$ cat config.mk
export PLATFORM = sky130hd
export DESIGN_NAME = sensor_snapshot_buffer_flat
export DESIGN_NICKNAME = d
export VERILOG_FILES = /design/src/rtl/sensor_snapshot_buffer_if.sv /design/src/rtl/sensor_snapshot_buffer.sv /design/src/flat_wrapper.sv
export SDC_FILE = /design/constraint.sdc
export NUM_CORES = 2
export LEC_CHECK = 0
export CAP_MARGIN = 10
export CELL_PAD_IN_SITES_DETAIL_PLACEMENT = 0
export CELL_PAD_IN_SITES_GLOBAL_PLACEMENT = 1
export CORE_ASPECT_RATIO = 0.6
export CORE_UTILIZATION = 25
export CTS_CLUSTER_SIZE = 25
export DETAILED_ROUTE_END_ITERATION = 8
export PLACE_DENSITY_LB_ADDON = 0.3
export SLEW_MARGIN = 20
export SYNTH_ARGS = -nofsm -noshare
export SYNTH_HDL_FRONTEND = slang
export SYNTH_SLANG_ARGS = --single-unit
export TNS_END_PERCENT = 100
$ cat constraint.sdc
create_clock -name CGRA_CLK_I -period 62.4 [get_ports CGRA_CLK_I]
set_input_delay 15.6 -clock CGRA_CLK_I [delete_from_list [all_inputs] [get_ports CGRA_CLK_I]]
set_output_delay 15.6 -clock CGRA_CLK_I [all_outputs]
set_load 0.1 [all_outputs]
$ cat src/rtl/sensor_snapshot_buffer_if.sv
// Sensor snapshot buffer bus: context-stage read port, sensor-bus write port,
// snapshot control and status. The slave modport is the buffer side.
interface sensor_snapshot_buffer_if #(
    parameter int SENSOR_COUNT    = 16,
    parameter int SENSOR_ID_WIDTH = 4,
    parameter int DATA_WIDTH      = 32
);
    logic                       EN_I;
    logic [SENSOR_ID_WIDTH-1:0] SENSOR_ADDR_I;
    logic                       SENSOR_READ_EN_I;
    logic [DATA_WIDTH-1:0]      SENSOR_DATA_O;
    logic                       SENSOR_DATA_VALID_O;
    logic                       RD_ERR_O;
    logic                       SENSOR_WR_VALID_I;
    logic                       SENSOR_WR_READY_O;
    logic [SENSOR_ID_WIDTH-1:0] SENSOR_WR_ID_I;
    logic [DATA_WIDTH-1:0]      SENSOR_WR_DATA_I;
    logic                       WR_ERR_O;
    logic                       SYNC_I;
    logic                       SYNC_BUSY_O;
    logic [SENSOR_COUNT-1:0]    FRESH_O;

    modport master (
        output EN_I, SENSOR_ADDR_I, SENSOR_READ_EN_I,
        output SENSOR_WR_VALID_I, SENSOR_WR_ID_I, SENSOR_WR_DATA_I, SYNC_I,
        input  SENSOR_DATA_O, SENSOR_DATA_VALID_O, RD_ERR_O,
        input  SENSOR_WR_READY_O, WR_ERR_O, SYNC_BUSY_O, FRESH_O
    );

    modport slave (
        input  EN_I, SENSOR_ADDR_I, SENSOR_READ_EN_I,
        input  SENSOR_WR_VALID_I, SENSOR_WR_ID_I, SENSOR_WR_DATA_I, SYNC_I,
        output SENSOR_DATA_O, SENSOR_DATA_VALID_O, RD_ERR_O,
        output SENSOR_WR_READY_O, WR_ERR_O, SYNC_BUSY_O, FRESH_O
    );
endinterface

$ cat src/rtl/sensor_snapshot_buffer.sv
// Double-banked sensor snapshot buffer: sensor bus writes into a staging bank,
// SYNC swaps banks atomically, then a copy engine refreshes the new staging bank.
module sensor_snapshot_buffer #(
    parameter int SENSOR_COUNT    = 16,
    parameter int SENSOR_ID_WIDTH = 4,
    parameter int DATA_WIDTH      = 32
) (
    input  logic                   CGRA_CLK_I,
    input  logic                   RST_I,
    sensor_snapshot_buffer_if.slave BUS
);

    typedef enum logic {
        IDLE = 1'b0,
        COPY = 1'b1
    } state_t;

    localparam logic [SENSOR_ID_WIDTH-1:0] LAST_IDX = SENSOR_ID_WIDTH'(SENSOR_COUNT - 1);

    state_t                     state_q, state_d;
    logic                       act_q;
    logic                       pending_q, pending_d;
    logic                       busy_q;
    logic                       wr_err_q;
    logic                       rd_valid_q, rd_err_q;
    logic [DATA_WIDTH-1:0]      rd_data_q;
    logic [SENSOR_ID_WIDTH-1:0] idx_q;
    logic [SENSOR_COUNT-1:0]    sfresh_q, fresh_q, fresh_d;
    logic [DATA_WIDTH-1:0]      bank_q [2][SENSOR_COUNT];

    logic wr_ready, swap, copy_en;
    logic rd_req, rd_in_range;
    logic wr_fire, wr_in_range;

    assign rd_req      = BUS.EN_I & BUS.SENSOR_READ_EN_I;
    assign rd_in_range = 32'(BUS.SENSOR_ADDR_I) < SENSOR_COUNT;
    assign wr_fire     = BUS.SENSOR_WR_VALID_I & wr_ready;
    assign wr_in_range = 32'(BUS.SENSOR_WR_ID_I) < SENSOR_COUNT;

    always_ff @(posedge CGRA_CLK_I or posedge RST_I) begin
        if (RST_I) state_q <= IDLE;
        else       state_q <= state_d;
    end

    always_comb begin
        state_d = state_q;
        case (state_q)
            IDLE: if (BUS.SYNC_I | pending_q) state_d = COPY;
            COPY: if (idx_q == LAST_IDX)      state_d = IDLE;
        endcase
    end

    // READY is forced low while reset is asserted, even though the FSM sits in IDLE.
    always_comb begin
        wr_ready = (state_q == IDLE) & ~RST_I;
        swap     = (state_q == IDLE) & (BUS.SYNC_I | pending_q);
        copy_en  = (state_q == COPY);
    end

    always_comb begin
        pending_d = pending_q;
        if (swap)                       pending_d = 1'b0;
        else if (copy_en & BUS.SYNC_I)  pending_d = 1'b1;
        fresh_d = sfresh_q;
        if (wr_fire & wr_in_range) fresh_d[BUS.SENSOR_WR_ID_I] = 1'b1;
    end

    always_ff @(posedge CGRA_CLK_I or posedge RST_I) begin
        if (RST_I) begin
            for (int unsigned b = 0; b < 2; b++) begin
                for (int unsigned i = 0; i < SENSOR_COUNT; i++) begin
                    bank_q[b][i] <= '0;
                end
            end
            act_q      <= 1'b0;
            pending_q  <= 1'b0;
            busy_q     <= 1'b0;
            wr_err_q   <= 1'b0;
            rd_valid_q <= 1'b0;
            rd_err_q   <= 1'b0;
            rd_data_q  <= '0;
            idx_q      <= '0;
            sfresh_q   <= '0;
            fresh_q    <= '0;
        end else begin
            pending_q  <= pending_d;
            busy_q     <= (state_d == COPY) | pending_d;
            rd_valid_q <= rd_req;
            rd_err_q   <= rd_req & ~rd_in_range;
            // Reads see act_q before any same-edge swap, i.e. the pre-swap snapshot.
            if (rd_req) rd_data_q <= rd_in_range ? bank_q[act_q][BUS.SENSOR_ADDR_I] : '0;

            if (wr_fire) begin
                if (wr_in_range) bank_q[~act_q][BUS.SENSOR_WR_ID_I] <= BUS.SENSOR_WR_DATA_I;
                else             wr_err_q <= 1'b1;
            end

            if (swap) begin
                act_q    <= ~act_q;
                fresh_q  <= fresh_d;
                sfresh_q <= '0;
                idx_q    <= '0;
            end else if (wr_fire & wr_in_range) begin
                sfresh_q <= fresh_d;
            end

            if (copy_en) begin
                bank_q[~act_q][idx_q] <= bank_q[act_q][idx_q];
                idx_q                 <= idx_q + SENSOR_ID_WIDTH'(1);
            end
        end
    end

    assign BUS.SENSOR_DATA_O       = rd_data_q;
    assign BUS.SENSOR_DATA_VALID_O = rd_valid_q;
    assign BUS.RD_ERR_O            = rd_err_q;
    assign BUS.SENSOR_WR_READY_O   = wr_ready;
    assign BUS.WR_ERR_O            = wr_err_q;
    assign BUS.SYNC_BUSY_O         = busy_q;
    assign BUS.FRESH_O             = fresh_q;

endmodule

$ cat src/flat_wrapper.sv
// flat-port wrapper written by rule: the top's interface ports become plain ports
module sensor_snapshot_buffer_flat 
#(
    parameter int SENSOR_COUNT    = 16,
    parameter int SENSOR_ID_WIDTH = 4,
    parameter int DATA_WIDTH      = 32
)
  (CGRA_CLK_I, RST_I, BUS_EN_I, BUS_SENSOR_ADDR_I, BUS_SENSOR_READ_EN_I, BUS_SENSOR_WR_VALID_I, BUS_SENSOR_WR_ID_I, BUS_SENSOR_WR_DATA_I, BUS_SYNC_I, BUS_SENSOR_DATA_O, BUS_SENSOR_DATA_VALID_O, BUS_RD_ERR_O, BUS_SENSOR_WR_READY_O, BUS_WR_ERR_O, BUS_SYNC_BUSY_O, BUS_FRESH_O);
  sensor_snapshot_buffer_if #(.SENSOR_COUNT(SENSOR_COUNT), .SENSOR_ID_WIDTH(SENSOR_ID_WIDTH), .DATA_WIDTH(DATA_WIDTH)) BUS_i ();
  input  logic CGRA_CLK_I;
  input  logic RST_I;
  input wire logic [$bits(BUS_i.EN_I)-1:0] BUS_EN_I;
  input wire logic [$bits(BUS_i.SENSOR_ADDR_I)-1:0] BUS_SENSOR_ADDR_I;
  input wire logic [$bits(BUS_i.SENSOR_READ_EN_I)-1:0] BUS_SENSOR_READ_EN_I;
  input wire logic [$bits(BUS_i.SENSOR_WR_VALID_I)-1:0] BUS_SENSOR_WR_VALID_I;
  input wire logic [$bits(BUS_i.SENSOR_WR_ID_I)-1:0] BUS_SENSOR_WR_ID_I;
  input wire logic [$bits(BUS_i.SENSOR_WR_DATA_I)-1:0] BUS_SENSOR_WR_DATA_I;
  input wire logic [$bits(BUS_i.SYNC_I)-1:0] BUS_SYNC_I;
  output wire logic [$bits(BUS_i.SENSOR_DATA_O)-1:0] BUS_SENSOR_DATA_O;
  output wire logic [$bits(BUS_i.SENSOR_DATA_VALID_O)-1:0] BUS_SENSOR_DATA_VALID_O;
  output wire logic [$bits(BUS_i.RD_ERR_O)-1:0] BUS_RD_ERR_O;
  output wire logic [$bits(BUS_i.SENSOR_WR_READY_O)-1:0] BUS_SENSOR_WR_READY_O;
  output wire logic [$bits(BUS_i.WR_ERR_O)-1:0] BUS_WR_ERR_O;
  output wire logic [$bits(BUS_i.SYNC_BUSY_O)-1:0] BUS_SYNC_BUSY_O;
  output wire logic [$bits(BUS_i.FRESH_O)-1:0] BUS_FRESH_O;
  assign BUS_i.EN_I = BUS_EN_I;
  assign BUS_i.SENSOR_ADDR_I = BUS_SENSOR_ADDR_I;
  assign BUS_i.SENSOR_READ_EN_I = BUS_SENSOR_READ_EN_I;
  assign BUS_i.SENSOR_WR_VALID_I = BUS_SENSOR_WR_VALID_I;
  assign BUS_i.SENSOR_WR_ID_I = BUS_SENSOR_WR_ID_I;
  assign BUS_i.SENSOR_WR_DATA_I = BUS_SENSOR_WR_DATA_I;
  assign BUS_i.SYNC_I = BUS_SYNC_I;
  assign BUS_SENSOR_DATA_O = BUS_i.SENSOR_DATA_O;
  assign BUS_SENSOR_DATA_VALID_O = BUS_i.SENSOR_DATA_VALID_O;
  assign BUS_RD_ERR_O = BUS_i.RD_ERR_O;
  assign BUS_SENSOR_WR_READY_O = BUS_i.SENSOR_WR_READY_O;
  assign BUS_WR_ERR_O = BUS_i.WR_ERR_O;
  assign BUS_SYNC_BUSY_O = BUS_i.SYNC_BUSY_O;
  assign BUS_FRESH_O = BUS_i.FRESH_O;
  sensor_snapshot_buffer #(.SENSOR_COUNT(SENSOR_COUNT), .SENSOR_ID_WIDTH(SENSOR_ID_WIDTH), .DATA_WIDTH(DATA_WIDTH)) u_core (.CGRA_CLK_I(CGRA_CLK_I), .RST_I(RST_I), .BUS(BUS_i));
endmodule
Yosys cells after proc, flatten, opt, wreduce, memory -nomap -nowiden
Cells that the tools add are included.

storage, ports and cells
  flip-flop bits (word level) = 1097
  output and inout bits = 53
  bits of input ports = 46
  logic and storage cells = 108

cells by class
  bitwise operators = 16
  add/sub/neg operators = 1
  multiplexer cells = 33
  $lt $le $gt $ge = 10
  reduce and logical (&&, ||, !) cells = 6
  equality and inequality tests = 1

operators by type and width
  operator                                                            number
  two-way mux 512 bit                                                 5
  bitwise mux 1024 bit                                                2
  two-way mux 1024 bit                                                2
  demux 512 bit (select 1 bit)                                        2
  binary-select mux 32 bit (select 4 bit)                             2
  demux 32 bit (select 4 bit)                                         2
  two-way mux 32 bit                                                  6
  two-way mux 16 bit                                                  3
  OR 16 bit                                                           1
  greater-or-equal comparator 5 bit (second input constant)           3
  inverter 4 -> 5 bit                                                 3
  < comparator 5 x 1 -> 1 bit (second input constant)                 2
  two-way mux 4 bit                                                   2
  bitwise AND 1 bit                                                   5
  < comparator 4 x 5 -> 1 bit (second input constant)                 1
  two-way mux 1 bit                                                   5
  adder 4 x 1 -> 4 bit (second input constant)                        1
  demux 1 bit (select 4 bit)                                          1
  equality test 4 bit (second input constant)                         1
  greater-or-equal comparator 2 bit (second input constant)           2
  greater-or-equal comparator 4 x 1 -> 1 bit (second input constant)  1
  logical AND 1 bit                                                   4
  inverter 1 -> 2 bit                                                 2
  nonzero test 2 bit                                                  2
  other kinds (4)                                                     7

Logic depth before layout (Yosys ltp)
  word-level depth = 11
  depth in mapped cells = 11
  mapped depth without buffers = 6

Least setup slack after synthesis
No wires, ideal clock.

  path kind = input to output
  from = input port RST_I
  to = output port BUS_SENSOR_WR_READY_O
  arrival time = 16.853 ns
  stages on the path = 1
  setup slack = 29.947 ns
  path buffers = 0
  required time = 46.800 ns
  path through = nor2_1

between the ends
  cells in the longest elaborated chain, start to end = 2

RTL lines
  what               line                          source
  start, declared    flat_wrapper.sv:11            input logic RST_I;
  inverter 1 bit     sensor_snapshot_buffer.sv:55  wr_ready = (state_q == IDLE) & ~RST_I;
  bitwise AND 1 bit  sensor_snapshot_buffer.sv:55
  end, declared      flat_wrapper.sv:22            output wire logic [$bits(BUS_i.SENSOR_WR_READY_O)-1:0] BUS_SENSOR_WR_READY_O;

No other way between the ends.

Worst setup path in the final report
Same ends and word-level chain as after synthesis.

==> results.cfg <==
[placed_design]
dp_slack_ps = 29330
gp_congestion = 0.798
dp_hpwl_mm = 175
port_buffers = 96

[synthesis]
synth_area_per_cell_um2 = 11.5
synth_ff_type = dfrtp_1
synth_edf_count = 0
ys_types = 51
yosysWarnings = 0
synth_cells = 5964
syn_area_um2 = 68700
async_flop_share_pct = 100
ys_ff_latch = 1097
yosysSeqAreaShare_pct = 39.9

[worst_hold_path]
holdPathStages = 2
hp-class = reg -> reg

[cells_and_area]
multi_input_area_um2 = 38200
seq_area_um2 = 27500
synthToLayoutAreaGrowth_pct = 11.6
final_common_cell = mux2i_1
layout_common_cells = 2425 x mux2i_1, 1094 x dfrtp_1, 236 x nand2_1
final.fill_count = 27900
drive_gt1_share_pct = 13.2
nNetsFinal = 5735

[clock_tree]
cts_tree = yes
ctsRootBufferMaster = clkbuf_16
cts_hold_repair.buffers = 0
cts_resized = 0
postCtsSetupBuffers = 0
clkTransAtPathRegs_ps = 60
clk_latency_ps = 790
cts_buffers = 115
cts_sinks = 1097
cts_buffer_depth = 3
ctsHtreeMaxLevel = 3

[critical_path]
endpoint = BUS_SENSOR_WR_READY_O
critPathCaptureType = output pin
rr_worst_depth = 8
r2r_end = u_core.bank_q[535]
worstPathRequired_ps = 46800
cp.arrival_ps = 17460
critPathLaunchType = input port
reg2reg_slack_ps = 57230
startpoint = RST_I
path_max_fanout = 3
critPathKind = in -> out
crit-reg2reg-launch = u_core.idx_q[0]

[sta]
finalMaxSlewViolations = 0
setup_viol = 0
period_share_pct = 53.0
setup_slack_ps = 29340
worst_slew_pin_slew_ps = 1240
finalClockSkew_ps = 41.8
finalHoldViolCount = 0
slew_headroom_pct = 17.7
fin_setup_tns_ps = 0
rsz0062_at_grt = no
fmax_mhz = 30.2
post-route-min-period_ps = 33060

[drt]
wl_per_cell_um = 33.2
drt_iter0_drc = 6167
drtPass1Iterations = 5
drc = 0
postRouteWirelength_mm = 311
vias_per_cell = 5.63
detail-route-antenna-nets = 0
num_vias = 52800

[grt]
grt_start_max_net_pins = 180
grt_pass1_wl_mm = 432
grt_pass1_vias = 51600
overflow = 0
track_usage_pct = 21.7
antenna_found_initial = 10

[die]
die_y_um = 408
io_pins = 99
die_area_um2 = 277000
rows = 148
start_util_pct = 25.2
core_um2 = 272000
die_x_um = 679

[outcome]
outcome = finished clean

[run]
maxCapViolations = 0

[pwr]
power_density_nw_per_um2 = 46.9
ir_drop_uv = 37.4
cellLeakagePower_nw = 32.3
==> worst min-delay path by stage <==
| stage | slack (ps) | endpoint | from |
|---|---|---|---|
| after global placement | 470 | u_core.sfresh_q[6] | u_core.sfresh_q[6] |
| after detailed placement | 470 | u_core.sfresh_q[1] | u_core.sfresh_q[1] |
| final | 480 | u_core.sfresh_q[2] | u_core.sfresh_q[2] |
| after CTS | 480 | u_core.sfresh_q[1] | u_core.sfresh_q[1] |
| after global routing | 490 | u_core.sfresh_q[14] | u_core.sfresh_q[14] |
| after floorplan | 450 | u_core.sfresh_q[0] | u_core.sfresh_q[0] |
==> power breakdown <==
group          switching, mW  internal, mW  total (mW)
Clock                  0.338         0.423       0.762
Combinational           1.03         0.598        1.63
Sequential             0.237         0.972        1.21
==> flip-flops by register name, indices dropped and copies added (netlist names) <==
name                            count
u_core.BUS.SENSOR_DATA_O           32
u_core.act_q                        1
u_core.BUS.SYNC_BUSY_O              1
u_core.BUS.SENSOR_DATA_VALID_O      1
u_core.pending_q                    1
u_core.BUS.FRESH_O                 16
u_core.sfresh_q                    16
u_core.idx_q                        4
u_core.copy_en                      1
u_core.bank_q                    1024
==> cell families after synthesis <==
logic type / count (synthesis) / synth area share (%)
other: 1 / 0.00546
multiplexers: 2650 / 41.1
XOR/XNOR: 1 / 0.0127
AND/OR/NAND/NOR: 553 / 3.56
AO/OA/AOI/OAI: 981 / 10.1
buffers and inverters: 677 / 5.16
adder cells (fa/ha/maj): 4 / 0.0728
flip-flops: 1097 / 39.9
==> routing by layer <==
layer	routed length [um]	share of wire, %	vias to the layer above	global-route usage, %
li1	-	-	21800	-
met1	147000	47	28000	32.3
met2	126000	40	2493	30.3
met3	29000	9.3	459	5.94
met4	9140	2.9	4	5.91
met5	205	0.066	-	0.533
==> through the flow <==
step / util [%] / total power, mW / std cells / hold slack [ps] / instance area [um2]
2_1_floorplan: - / 2.29 / 5965 / 449 / 68700
4_1_cts: 28.2 / 3.58 / 9375 / 482 / 76600
6_report: 28.2 / 3.60 / 9379 / 481 / 76700
5_1_grt: 28.2 / 3.76 / 9377 / 495 / 76700
3_5_place_dp: 26.7 / 2.81 / 9166 / 466 / 72700
3_3_place_gp: 26.7 / 2.78 / 9163 / 467 / 72600
==> synthesized netlist by cell type, types with 64 or more instances <==
cell / count / area share [%]
mux4_2: 128 / 4.2
buf_4: 111 / 1.2
buf_2: 232 / 1.7
nor2_1: 173 / 0.94
dfrtp_1: 1097 / 40
clkbuf_1: 254 / 1.4
o21ai_0: 153 / 1.1
mux2i_1: 2425 / 35
a22o_1: 64 / 0.82
o22ai_1: 160 / 1.5
nand2_1: 243 / 1.3
a32oi_1: 83 / 1.1
mux2_2: 97 / 1.6
nand3_1: 71 / 0.52
a21oi_1: 194 / 1.4
a22oi_1: 128 / 1.4
==> worst max-delay path: stages <==
cell and delay (ps):
clkdlybuf4s50_1 560, nor2_1 160, clkdlybuf4s50_1 1140
==> cell type report <==
cell class | instances | share of cell area (%)
flip-flops and latches | 1097 | 35.8
diodes | 2 | 0.00652
repair buffers | 276 | 3.29
inverters | 4 | 0.0326
clock buffers | 177 | 4.58
multi-input cells | 4191 | 49.8
well taps | 3600 | 5.87
clock inverters | 32 | 0.577
(Power assumes the default switching activity.)
